### config.mk
export PLATFORM = sky130hd
export DESIGN_NAME = aftab_machine_timer_flat
export DESIGN_NICKNAME = d
export VERILOG_FILES = /design/src/rtl/aftab_machine_timer_if.sv /design/src/rtl/aftab_machine_timer.sv /design/src/flat_wrapper.sv
export SDC_FILE = /design/constraint.sdc
export NUM_CORES = 1
export LEC_CHECK = 0
export BUFFER_PORTS_ARGS = -buffer_cell sky130_fd_sc_hd__buf_2
export CAP_MARGIN = 20
export CORE_MARGIN = 10
export CORE_UTILIZATION = 30
export CTS_BUF_LIST = sky130_fd_sc_hd__clkbuf_2 sky130_fd_sc_hd__clkbuf_4 sky130_fd_sc_hd__clkbuf_8
export CTS_CLUSTER_DIAMETER = 150
export CTS_CLUSTER_SIZE = 16
export DETAILED_ROUTE_END_ITERATION = 16
export PLACE_DENSITY_LB_ADDON = 0.15
export RECOVER_POWER = 50
export SLEW_MARGIN = 20
export SYNTH_ARGS = -nofsm -noshare
export SYNTH_HDL_FRONTEND = slang
export SYNTH_SLANG_ARGS = --single-unit
### constraint.sdc
create_clock -name clk -period 5.6 [get_ports clk]
set_clock_uncertainty 0.15 [all_clocks]
set_input_delay 0.56 -clock clk [delete_from_list [all_inputs] [get_ports clk]]
set_output_delay 0.56 -clock clk [all_outputs]
set_load 0.1 [all_outputs]
### src/rtl/aftab_machine_timer_if.sv
// AFTAB 8-bit memory bus as seen by a byte-wide peripheral: level requests from the core,
// one-cycle ready strobe and OR-able read data back.
interface aftab_machine_timer_if;
   logic        readmem;
   logic        writemem;
   logic [31:0] addressBus;
   logic [7:0]  dataBusIn;
   logic [7:0]  dataBusOut;
   logic        memDataReady;

   modport master (
      output readmem, writemem, addressBus, dataBusIn,
      input  dataBusOut, memDataReady
   );

   modport slave (
      input  readmem, writemem, addressBus, dataBusIn,
      output dataBusOut, memDataReady
   );
endinterface

### src/rtl/aftab_machine_timer.sv
// RISC-V machine timer (mtime/mtimecmp) on the AFTAB byte bus; ready strobes READY_LATENCY+1 cycles after a hit.
// No backpressure: a held request is acknowledged once, then parked in DONE until released.
module aftab_machine_timer #(
   parameter logic [31:0] BASE_ADDR     = 32'h0000_3000,
   parameter int          READY_LATENCY = 2
) (
   input  logic                 clk,
   input  logic                 rst,
   aftab_machine_timer_if.slave bus,
   output logic                 machineTimerInterrupt
);

   localparam int CW = (READY_LATENCY > 1) ? $clog2(READY_LATENCY) : 1;
   localparam logic [CW-1:0] CNT_INIT = CW'(READY_LATENCY - 1);

   typedef enum logic [1:0] {
      S_IDLE = 2'd0,
      S_WAIT = 2'd1,
      S_ACK  = 2'd2,
      S_DONE = 2'd3
   } state_t;

   state_t        r_state;
   state_t        w_next_state;
   logic [4:0]    r_offset;
   logic          r_is_wr;
   logic [7:0]    r_wdat;
   logic [CW-1:0] r_cnt;

   logic [63:0]   r_mtime;
   logic [63:0]   r_mtimecmp;
   logic          r_en;
   logic [7:0]    r_prescale;
   logic [7:0]    r_presc_cnt;
   logic          r_irq;

   logic          w_hit;
   logic          w_ack;
   logic          w_wr;
   logic          w_tick;
   logic [7:0]    w_rdat;
   logic [63:0]   w_mtime_wr;

   assign w_hit  = (bus.readmem | bus.writemem) & (bus.addressBus[31:5] == BASE_ADDR[31:5]);
   assign w_ack  = (r_state == S_ACK);
   assign w_wr   = w_ack & r_is_wr;
   assign w_tick = (r_presc_cnt == r_prescale);

   assign bus.memDataReady    = w_ack;
   assign bus.dataBusOut      = (w_ack & ~r_is_wr) ? w_rdat : 8'h00;
   assign machineTimerInterrupt = r_irq;

   always_ff @(posedge clk or posedge rst) begin
      if (rst) begin
         r_state <= S_IDLE;
      end else begin
         r_state <= w_next_state;
      end
   end

   always_comb begin
      w_next_state = r_state;
      case (r_state)
         S_IDLE:  if (w_hit) w_next_state = S_WAIT;
         S_WAIT:  if (r_cnt == '0) w_next_state = S_ACK;
         S_ACK:   w_next_state = S_DONE;
         S_DONE:  if (!bus.readmem && !bus.writemem) w_next_state = S_IDLE;
         default: w_next_state = S_IDLE;
      endcase
   end

   // Both strobes high is a write, so is_wr follows writemem alone.
   always_ff @(posedge clk or posedge rst) begin
      if (rst) begin
         r_offset <= '0;
         r_is_wr  <= 1'b0;
         r_wdat   <= '0;
         r_cnt    <= '0;
      end else if (r_state == S_IDLE && w_hit) begin
         r_offset <= bus.addressBus[4:0];
         r_is_wr  <= bus.writemem;
         r_wdat   <= bus.dataBusIn;
         r_cnt    <= CNT_INIT;
      end else if (r_state == S_WAIT && r_cnt != '0) begin
         r_cnt <= r_cnt - 1'b1;
      end
   end

   always_comb begin
      w_rdat = 8'h00;
      case (r_offset[4:3])
         2'd0: w_rdat = r_mtime[{r_offset[2:0], 3'b000} +: 8];
         2'd1: w_rdat = r_mtimecmp[{r_offset[2:0], 3'b000} +: 8];
         default: begin
            if (r_offset == 5'h10) w_rdat = {7'd0, r_en};
            else if (r_offset == 5'h11) w_rdat = r_prescale;
         end
      endcase
   end

   always_comb begin
      w_mtime_wr = r_mtime;
      w_mtime_wr[{r_offset[2:0], 3'b000} +: 8] = r_wdat;
   end

   // A bus write to mtime replaces the whole word, so a coincident tick is dropped.
   always_ff @(posedge clk or posedge rst) begin
      if (rst) begin
         r_mtime     <= '0;
         r_mtimecmp  <= '1;
         r_en        <= 1'b0;
         r_prescale  <= '0;
         r_presc_cnt <= '0;
         r_irq       <= 1'b0;
      end else begin
         r_irq <= r_en & (r_mtime >= r_mtimecmp);
         if (r_en) begin
            if (w_tick) begin
               r_presc_cnt <= '0;
               r_mtime     <= r_mtime + 64'd1;
            end else begin
               r_presc_cnt <= r_presc_cnt + 8'd1;
            end
         end
         if (w_wr) begin
            if (r_offset[4:3] == 2'd0) begin
               r_mtime <= w_mtime_wr;
            end else if (r_offset[4:3] == 2'd1) begin
               r_mtimecmp[{r_offset[2:0], 3'b000} +: 8] <= r_wdat;
            end else if (r_offset == 5'h10) begin
               r_en <= r_wdat[0];
            end else if (r_offset == 5'h11) begin
               r_prescale  <= r_wdat;
               r_presc_cnt <= '0;
            end
         end
      end
   end

endmodule
### src/flat_wrapper.sv
// flat-port wrapper written by rule: the top's interface ports become plain ports
module aftab_machine_timer_flat 
#(
   parameter logic [31:0] BASE_ADDR     = 32'h0000_3000,
   parameter int          READY_LATENCY = 2
)
  (clk, rst, machineTimerInterrupt, bus_readmem, bus_writemem, bus_addressBus, bus_dataBusIn, bus_dataBusOut, bus_memDataReady);
  aftab_machine_timer_if bus_i ();
  input  logic clk;
  input  logic rst;
  output logic machineTimerInterrupt;
  input wire logic [$bits(bus_i.readmem)-1:0] bus_readmem;
  input wire logic [$bits(bus_i.writemem)-1:0] bus_writemem;
  input wire logic [$bits(bus_i.addressBus)-1:0] bus_addressBus;
  input wire logic [$bits(bus_i.dataBusIn)-1:0] bus_dataBusIn;
  output wire logic [$bits(bus_i.dataBusOut)-1:0] bus_dataBusOut;
  output wire logic [$bits(bus_i.memDataReady)-1:0] bus_memDataReady;
  assign bus_i.readmem = bus_readmem;
  assign bus_i.writemem = bus_writemem;
  assign bus_i.addressBus = bus_addressBus;
  assign bus_i.dataBusIn = bus_dataBusIn;
  assign bus_dataBusOut = bus_i.dataBusOut;
  assign bus_memDataReady = bus_i.memDataReady;
  aftab_machine_timer #(.BASE_ADDR(BASE_ADDR), .READY_LATENCY(READY_LATENCY)) u_core (.clk(clk), .rst(rst), .bus(bus_i), .machineTimerInterrupt(machineTimerInterrupt));
endmodule
Yosys cells after proc, flatten, opt, wreduce, memory -nomap -nowiden
Index checks and enable logic that the tools add are counted.
{ "word_totals": {"register_bits": 163, "inputBits": 44, "out_inout_bits": 10} }
{ "classes": {"addsub": 4, "order_cmp": 1, "eq_ne": 11, "n_shift": 4, "mux": 23, "bitwise": 9, "reduce_logical": 12} }
{ "ops": {"columns": ["op", "n"], "rows": [
  ["2-to-1 mux 64 bit", 4],
  ["bitwise mux 64 bit", 2],
  ["indexed part select 64 x 7 -> 8 bit", 2],
  ["2-to-1 mux 8 bit", 10],
  ["adder 64 x 1 -> 64 bit, second input constant", 1],
  ["greater-or-equal comparator 64 bit", 1],
  ["variable shift 8 x 8 -> 64 bit, first input constant", 1],
  ["indexed part select 8 x 8 -> 64 bit", 1],
  ["equality test 27 x 9 -> 1 bit, second input constant", 1],
  ["case mux 8 bit (2 select lines)", 1],
  ["equality test 5 bit, second input constant", 2],
  ["adder 8 x 1 -> 8 bit, second input constant", 1],
  ["equality test 8 bit", 1],
  ["negation 6 -> 8 bit", 1],
  ["case mux 2 bit (4 select lines)", 1],
  ["2-to-1 mux 2 bit", 3],
  ["AND reduction 3 bit", 2],
  ["AND reduction 5 bit", 1],
  ["bitwise AND 1 bit", 4],
  ["equality test 2 x 1 -> 1 bit, second input constant", 2],
  ["equality test 2 bit, second input constant", 2],
  ["zero test 2 bit", 2],
  ["!= test 2 x 1 -> 1 bit, second input constant", 2],
  ["NOT 1 bit", 4],
  ["other kinds (8)", 12]
]} }

Depth between registers and ports, before layout
Gate-level depths: netlist of run 1.
{ "depth": {"depth_word": 8, "depth_mapped": 11, "depth_no_buf": 9} }

Worst setup path after synthesis of run 1
OpenSTA, ideal clock, no wires.
{ "synth_timing": {"kind": "register -> output", "from": "reg u_core.r_state[0]", "to": "out bus_dataBusOut[0]", "arrival_ps": 4016, "path_slack_ps": 874, "path_stages_with_launch": 6, "path_buffers": 0, "path_cell_list": "dfrtp_1 inv_1 ha_1 nor4bb_1 nand2b_1 o21ai_0"} }
{ "synth_between": {"elab_chain_cells": 3} }
{ "synth_lines": {"columns": ["element", "line", "source"], "rows": [
  ["start: declaration", "aftab_machine_timer.sv:23", "state_t r_state;"],
  ["start signal: assignment", "aftab_machine_timer.sv:57", "r_state <= w_next_state;"],
  ["equality test 2 bit", "aftab_machine_timer.sv:45", "assign w_ack = (r_state == S_ACK);"],
  ["net bus_memDataReady", "flat_wrapper.sv:17", "output wire logic [$bits(bus_i.memDataReady)-1:0] bus_memDataReady;"],
  ["bitwise AND 1 bit", "aftab_machine_timer.sv:50", "assign bus.dataBusOut = (w_ack & ~r_is_wr) ? w_rdat : 8'h00;"],
  ["2-to-1 mux 8 bit", "aftab_machine_timer.sv:50", null],
  ["end: declaration", "flat_wrapper.sv:16", "output wire logic [$bits(bus_i.dataBusOut)-1:0] bus_dataBusOut;"]
]} }
The timed path passes the listed nets, and every way through them passes these cells.

Final worst setup path of run 1
{ "layout_timing": {"from": "reg u_core.r_state[0]", "to": "out bus_dataBusOut[5]"} }
{ "layout_between": {"elab_chain_cells": 3} }
{ "layout_lines": {"columns": ["element", "line"], "rows": [
  ["equality test 2 bit", "aftab_machine_timer.sv:45"],
  ["bitwise AND 1 bit", "aftab_machine_timer.sv:50"],
  ["2-to-1 mux 8 bit", "aftab_machine_timer.sv:50"]
]} }
Every way passes these cells.

==> flow_summary.json, run 1 <==
{
  "status": "finished with violations",
  "violations": "max-capacitance violations, max-slew violations",
  "placed_cell_area_um2": 11900,
  "clock-sinks": 163,
  "max_freq_ghz": 0.242,
  "period_needed_ns": 4.14,
  "tightest_slew_ns": 3.71,
  "antenna_found_initial": 1,
  "max_slew_margin": -1.49,
  "r2r_start": "u_core.r_offset[0]",
  "post-synth-top-area-cell": "dfrtp_1",
  "rows": 70,
  "grt_max_degree": 79,
  "synthSimpleGateAreaFrac": 0.191,
  "fin_crit_sh": 0.739,
  "ys_types": 77,
  "met1_length_mm": 18.5,
  "leakage_nw": 5.20,
  "dp.cells": 1622,
  "finalNonFillerCells": 1655,
  "post-dp-hpwl_mm": 30.6,
  "path_delay_family": "simple AND/OR/NAND/NOR gates",
  "synth_edf_count": 0,
  "globalRoute.totalOverflow": 0,
  "die_y_um": 213,
  "place_ws_ns": 1.95,
  "path_buf_inv": 2,
  "min-delay-start": "bus_dataBusIn[6]",
  "final_nets": 1290,
  "holdBufCountCts": 0,
  "synth_compound_area_frac": 0.139,
  "synthCells": 1138,
  "critPathKind": "reg -> out",
  "ys_warn_count": 0,
  "num_vias": 9538,
  "setup.worst_path.end_class": "output port",
  "cp-startpoint": "u_core.r_state[0]",
  "crit_chain": "inv_1 -> ha_1 -> nor4bb_1 -> nand2b_1 -> nor2b_1 -> a22o_1 -> buf_2",
  "crit_slowest_cell": "nor4bb_1",
  "cellPowerDensity_nw_per_um2": 196,
  "drive_gt1_frac": 0.254,
  "synth_top_family_by_area": "simple AND/OR/NAND/NOR gates",
  "synth_mux_area_frac": 0.150,
  "finalSetupViolations": 0,
  "cts_buffers": 17,
  "cts_tree": "built",
  "slowest_delay_ns": 0.83,
  "yosysSeqAreaShare": 0.373,
  "via_per_inst": 5.76,
  "path_clk_slew_ns": 0.09,
  "cts-resized-gates": 0,
  "drv_slew": 79,
  "synth_area_um2": 11200,
  "coreArea_um2": 36600,
  "cp_num_cells": 7,
  "routed-wl-met2_mm": 19.3,
  "peakVddDrop_mv": 0.135,
  "synth_seq_cells": 163,
  "start_util": 0.305,
  "grt_pass1_vias": 9284,
  "reg2reg_depth": 7,
  "postCtsSetupBuffers": 0,
  "min_path_type": "in -> reg",
  "crit_fanout": 8,
  "rr_endpoint": "u_core.r_mtimecmp[19]",
  "yosys-top-cells-area": "dfrtp_1 (22%), dfstp_2 (15%), ha_1 (8.2%), mux4_2 (7.9%), mux2_2 (6.2%)",
  "r2r_slack_ns": 1.96,
  "setup_ws_ns": 1.46,
  "syn_area_per_cell_um2": 9.80,
  "chipWidth_um": 213,
  "async_reset_ff_frac": 1.00,
  "worstPathRequired_ns": 4.89,
  "yosysTopAreaCellShare": 0.222,
  "clock_latency_ns": 0.49,
  "ant_nets": 0,
  "cts_buffer_depth": 2,
  "ioPinCount": 54,
  "synthAdderAreaFrac": 0.0819,
  "setup.worst_path.start_class": "flip-flop",
  "wl_per_cell_um": 25.2,
  "top_layer_used": "met4",
  "routed_wl_mm": 41.7,
  "firstDrtPassIters": 5,
  "dieArea_um2": 45300,
  "dr_wl_met3_mm": 2.77,
  "synth_fp_nets": 1255,
  "synth-main-ff-cell": "dfrtp_1",
  "synthXorXnorAreaFrac": 0.0126,
  "crit_end": "bus_dataBusOut[5]",
  "rsz0062_at_grt": "false",
  "fin_setup_tns_ns": 0,
  "grtUsageTotal": 0.187,
  "cts_root_buf": "clkbuf_8",
  "port_buffers": 53,
  "cap_violations": 1,
  "post-route-drc-count": 0,
  "final_area_um2": 12300,
  "htreeDepth": 4,
  "hold_viol_final": 0,
  "gp_congestion": 0.915,
  "critPathArrivalTime_ns": 3.43,
  "drt_iter0_drc": 926,
  "syn2layout_area_growth_pct": 10.6,
  "grt_pass1_wl_mm": 62.7,
  "timing.hold.ws_ns": 0.129
}
-- how the worst min path moves through the flow --
stage | end | slack, ns | cells past startpoint
6_report | u_core.r_wdat[6] | 0.13 | 3
2_1_floorplan | u_core.r_cnt | 0.30 | 1
3_5_place_dp | u_core.r_cnt | 0.32 | 1
5_1_grt | u_core.r_wdat[6] | 0.09 | 3
4_1_cts | u_core.r_mtime[59] | 0.04 | 2
3_3_place_gp | u_core.r_cnt | 0.31 | 1
-- power by group --
part | internal [W] | switching (W)
sequential | 0.00119 | 0.00000678
clock | 0.000555 | 0.000500
combinational | 0.0000532 | 0.000112
total | 0.00180 | 0.000619
-- state kept, by name (all words and copies together) (netlist names), 2 cells and up --
signal              count
u_core.r_offset         5
u_core.r_prescale       8
u_core.r_mtime         64
u_core.r_presc_cnt      8
u_core.r_state          2
u_core.r_mtimecmp      64
u_core.r_wdat           8
-- metal layers --
metal	track usage	vias up
li1	-	4327
met1	0.252	4808
met2	0.292	349
met3	0.0370	54
met4	0.0628	0
met5	0	-
-- stage by stage --
step	total power (W)	utilization
3_5_place_dp	0.00138	0.324
4_1_cts	0.00245	0.337
3_3_place_gp	0.00138	0.324
6_report	0.00241	0.337
2_1_floorplan	0.00132	-
5_1_grt	0.00251	0.337
-- logic make-up after synthesis --
group | Yosys count
XOR/XNOR | 16
AO/OA/AOI/OAI | 227
multiplexers | 109
AND/OR/NAND/NOR | 414
adder cells (fa/ha/maj) | 73
flip-flops | 163
buffers and inverters | 136
-- synthesized netlist by cell type (4+ instances only) --
master    instances
inv_1            81
xor2_1            9
a22o_1            7
clkbuf_8          7
a211oi_1         23
o31ai_1           8
buf_2             5
and3_1           17
and2_1            6
nor2b_1           5
nand3_1          37
or4_1             5
nand2_1         115
o21ai_0          51
nand4_1          25
nor4_1           22
and4_1           13
o21a_1            4
and3_2            4
o221a_2           8
mux2_2           61
buf_1             7
a211o_1           5
mux2i_1           8
a31oi_1           5
o32ai_1           4
a21oi_1          51
clkbuf_1         33
a311oi_1         18
o211ai_1          8
dfstp_2          64
and4_2            4
xnor2_1           7
dfrtp_1          99
a221oi_1          5
nand2b_1          9
mux4_2           39
nor2_1           97
nor3_1           30
or3_1             4
a21o_1            8
ha_1             73
-- cells in the final DEF (no fill, tap or decap), types with 15 or more instances in the layout --
cell type,instances
a211oi_1,23
a21oi_1,51
a311oi_1,18
and3_1,17
buf_2,52
buf_4,15
clkbuf_8,18
dfrtp_1,97
dfstp_2,64
ha_1,73
inv_1,80
mux2_2,61
mux4_2,39
nand2_1,115
nand3_1,36
nand4_1,25
nor2_1,97
nor3_1,29
nor4_1,22
o21ai_0,51
-- layout make-up --
type | count | area, um2
Fill cell | 3727 | 24300
Multi-Input combinational cell | 839 | 6420
Sequential cell | 163 | 4160
Tap cell | 468 | 586
Timing Repair Buffer | 70 | 387
Inverter | 82 | 309
Clock buffer | 20 | 263
Clock inverter | 12 | 204
Antenna cell | 1 | 2.50
-- tightest hold or removal path: cells and delay by family --
kind	cells	cell delay, ns
buffers and inverters	1	0.08
and+or+nand+nor	1	0.04
AOI/OAI and AO/OA	1	0.06
Power figures use the tool's default switching activity.
==> run 2: changes to the inputs <==
==> constraint.sdc (replaced) <==
create_clock -name clk -period 3.7 [get_ports clk]
set_clock_uncertainty 0.15 [all_clocks]
set_input_delay 0.37 -clock clk [delete_from_list [all_inputs] [get_ports clk]]
set_output_delay 0.37 -clock clk [all_outputs]
set_load 0.1 [all_outputs]
==> run 2 against run 1 <==
The run still ends with max-capacitance violations, max-slew violations left; register-to-register slack worse by 1.4 ns; non-clock buffer count is 42 higher; cell count is 2.5% higher; sequential power is 52% higher; setup slack worse by 1.4 ns; clock power is 42% higher; worst hold slack worse by 0.10 ns; sequential share of layout area is 0.86 points lower; utilization is 0.89 points higher; combinational power is 68% higher; final area is 2.6% higher; highest routed layer unchanged.
==> flow_summary.json, run 2 (same netlist as run 1, synthesis figures left out) <==
{
  "grtUsageTotal": 0.188,
  "hold_viol_final": 0,
  "crit_end": "bus_dataBusOut[6]",
  "port_buffers": 53,
  "setup_ws_ns": 0.113,
  "r2r_slack_ns": 0.54,
  "drt_iter0_drc": 722,
  "final_nets": 1332,
  "clock_latency_ns": 0.50,
  "antenna_found_initial": 1,
  "rows": 70,
  "critPathKind": "reg -> out",
  "cts_buffer_depth": 2,
  "fin_crit_sh": 0.970,
  "drive_gt1_frac": 0.265,
  "grt_max_degree": 52,
  "final_cell_mix": "nand2_1 (115), nor2_1 (97), dfrtp_1 (96)",
  "cts_root_buf": "clkbuf_8",
  "rsz0062_at_grt": "false",
  "grt_pass1_wl_mm": 64.0,
  "routed_wl_mm": 41.7,
  "via_per_inst": 5.68,
  "grt_pass1_vias": 9790,
  "critPathArrivalTime_ns": 3.07,
  "post-route-util": 0.346,
  "cap_violations": 1,
  "post-dp-hpwl_mm": 30.5,
  "crit_slowest_cell": "mux4_2",
  "r2r_start": "u_core.r_offset[1]",
  "chipWidth_um": 213,
  "ioPinCount": 54,
  "crit_fanout": 31,
  "final_common_cell": "nand2_1",
  "htreeDepth": 4,
  "cp_num_cells": 6,
  "max_slew_margin": -0.117,
  "peakVddDrop_mv": 0.211,
  "firstDrtPassIters": 5,
  "cts_tree": "built",
  "max_freq_ghz": 0.279,
  "violations": "max-capacitance violations, max-slew violations",
  "dieArea_um2": 45300,
  "path_delay_family": "multiplexers",
  "globalRoute.totalOverflow": 0,
  "wl_per_cell_um": 24.6,
  "fin_setup_tns_ns": 0,
  "crit_chain": "nand2b_1 -> buf_6 -> mux4_2 -> mux4_2 -> a22o_1 -> buf_2",
  "ant_nets": 0,
  "cp_common_cell": "mux4_2",
  "slowest_delay_ns": 0.54,
  "post-route-drc-count": 0,
  "status": "finished with violations",
  "path_clk_slew_ns": 0.11,
  "finalSetupViolations": 0,
  "min-delay-start": "bus_addressBus[1]",
  "setup.worst_path.start_class": "flip-flop",
  "num_antenna_cells": 0,
  "place_ws_ns": 0.534,
  "cp-startpoint": "u_core.r_offset[4]",
  "cts_buffers": 17,
  "num_vias": 9625,
  "tightest_slew_ns": 1.67,
  "total_power_w": 0.00358,
  "path_buf_inv": 2,
  "period_needed_ns": 3.59,
  "timing.hold.ws_ns": 0.0259,
  "die_y_um": 213,
  "reg_top3": "u_core.r_mtime x64, u_core.r_mtimecmp x64",
  "reg2reg_depth": 7,
  "start_util": 0.305,
  "gp_congestion": 0.882,
  "cellPowerDensity_nw_per_um2": 283,
  "setup.worst_path.end_class": "output port",
  "coreArea_um2": 36600,
  "rr_endpoint": "u_core.r_mtimecmp[19]",
  "drv_slew": 33,
  "syn2layout_area_growth_pct": 13.5,
  "clock-sinks": 163,
  "leakage_nw": 5.36,
  "min_path_type": "in -> reg",
  "worstPathRequired_ns": 3.18
}
-- run 2: cell types whose count changed in the layout (fill, tap and decap cells not counted), moves of 3 or more --
cell / before / now
clkinvlp_4: 0 / 3
clkinv_4: 4 / 1
dlygate4sd3_1: 0 / 14
clkbuf_1: 1 / 6
buf_4: 15 / 37
-- run 2: per-stage QoR --
step | instances | instance area [um2]
finish | 1696 | 12700
global route | 1696 | 12700
CTS | 1696 | 12700
detailed placement | 1650 | 12100
global placement | 1650 | 12100
floorplan | 1138 | 11200
-- run 2: layout make-up --
class                   instances  area, um2
inverters                      82        309
flip-flops and latches        163       4160
multi-input cells             839       6420
fillers                      3779      24000
repair buffers                112        752
clock buffers                  24        305
well taps                     468        586
clock inverters                 8        126
-- run 2: power breakdown --
part	leakage, nW	switching [W]	internal, W
combinational	3.13	0.000179	0.0000988
sequential	2.01	0.0000101	0.00180
clock	0.213	0.000747	0.000752
-- run 2: per-layer routing --
layer | wire length, um | up-vias | global-route usage
met5 | 0 | - | 0
met3 | 2200 | 63 | 0.0265
met1 | 19600 | 4827 | 0.265
li1 | - | 4415 | -
met4 | 1010 | 0 | 0.0561
met2 | 18900 | 320 | 0.293
-- run 2: worst min path at each step --
stage	endpoint	slack (ns)	cells after the start
after floorplan	u_core.r_cnt	0.30	1
after global placement	u_core.r_cnt	0.32	1
after detailed placement	u_core.r_cnt	0.33	1
after CTS	u_core.r_offset[1]	0.005	3
after global routing	u_core.r_offset[1]	0.02	3
final	u_core.r_offset[1]	0.03	3
-- run 2: worst min-delay path, stage by stage --
cell and delay, ns:
buf_2 0.12, nand2_1 0.05, o21ai_0 0.07
-- run 2: timing repair --
action / 4_1_cts / 5_1_grt
setup endpoints to repair: 1 / 7
setup buffers: 0 / 0
endpoints found under the hold margin: 29 / 0
gates resized for setup: 1 / 1
hold buffers: 14 / 0
gates cloned: 0 / 0
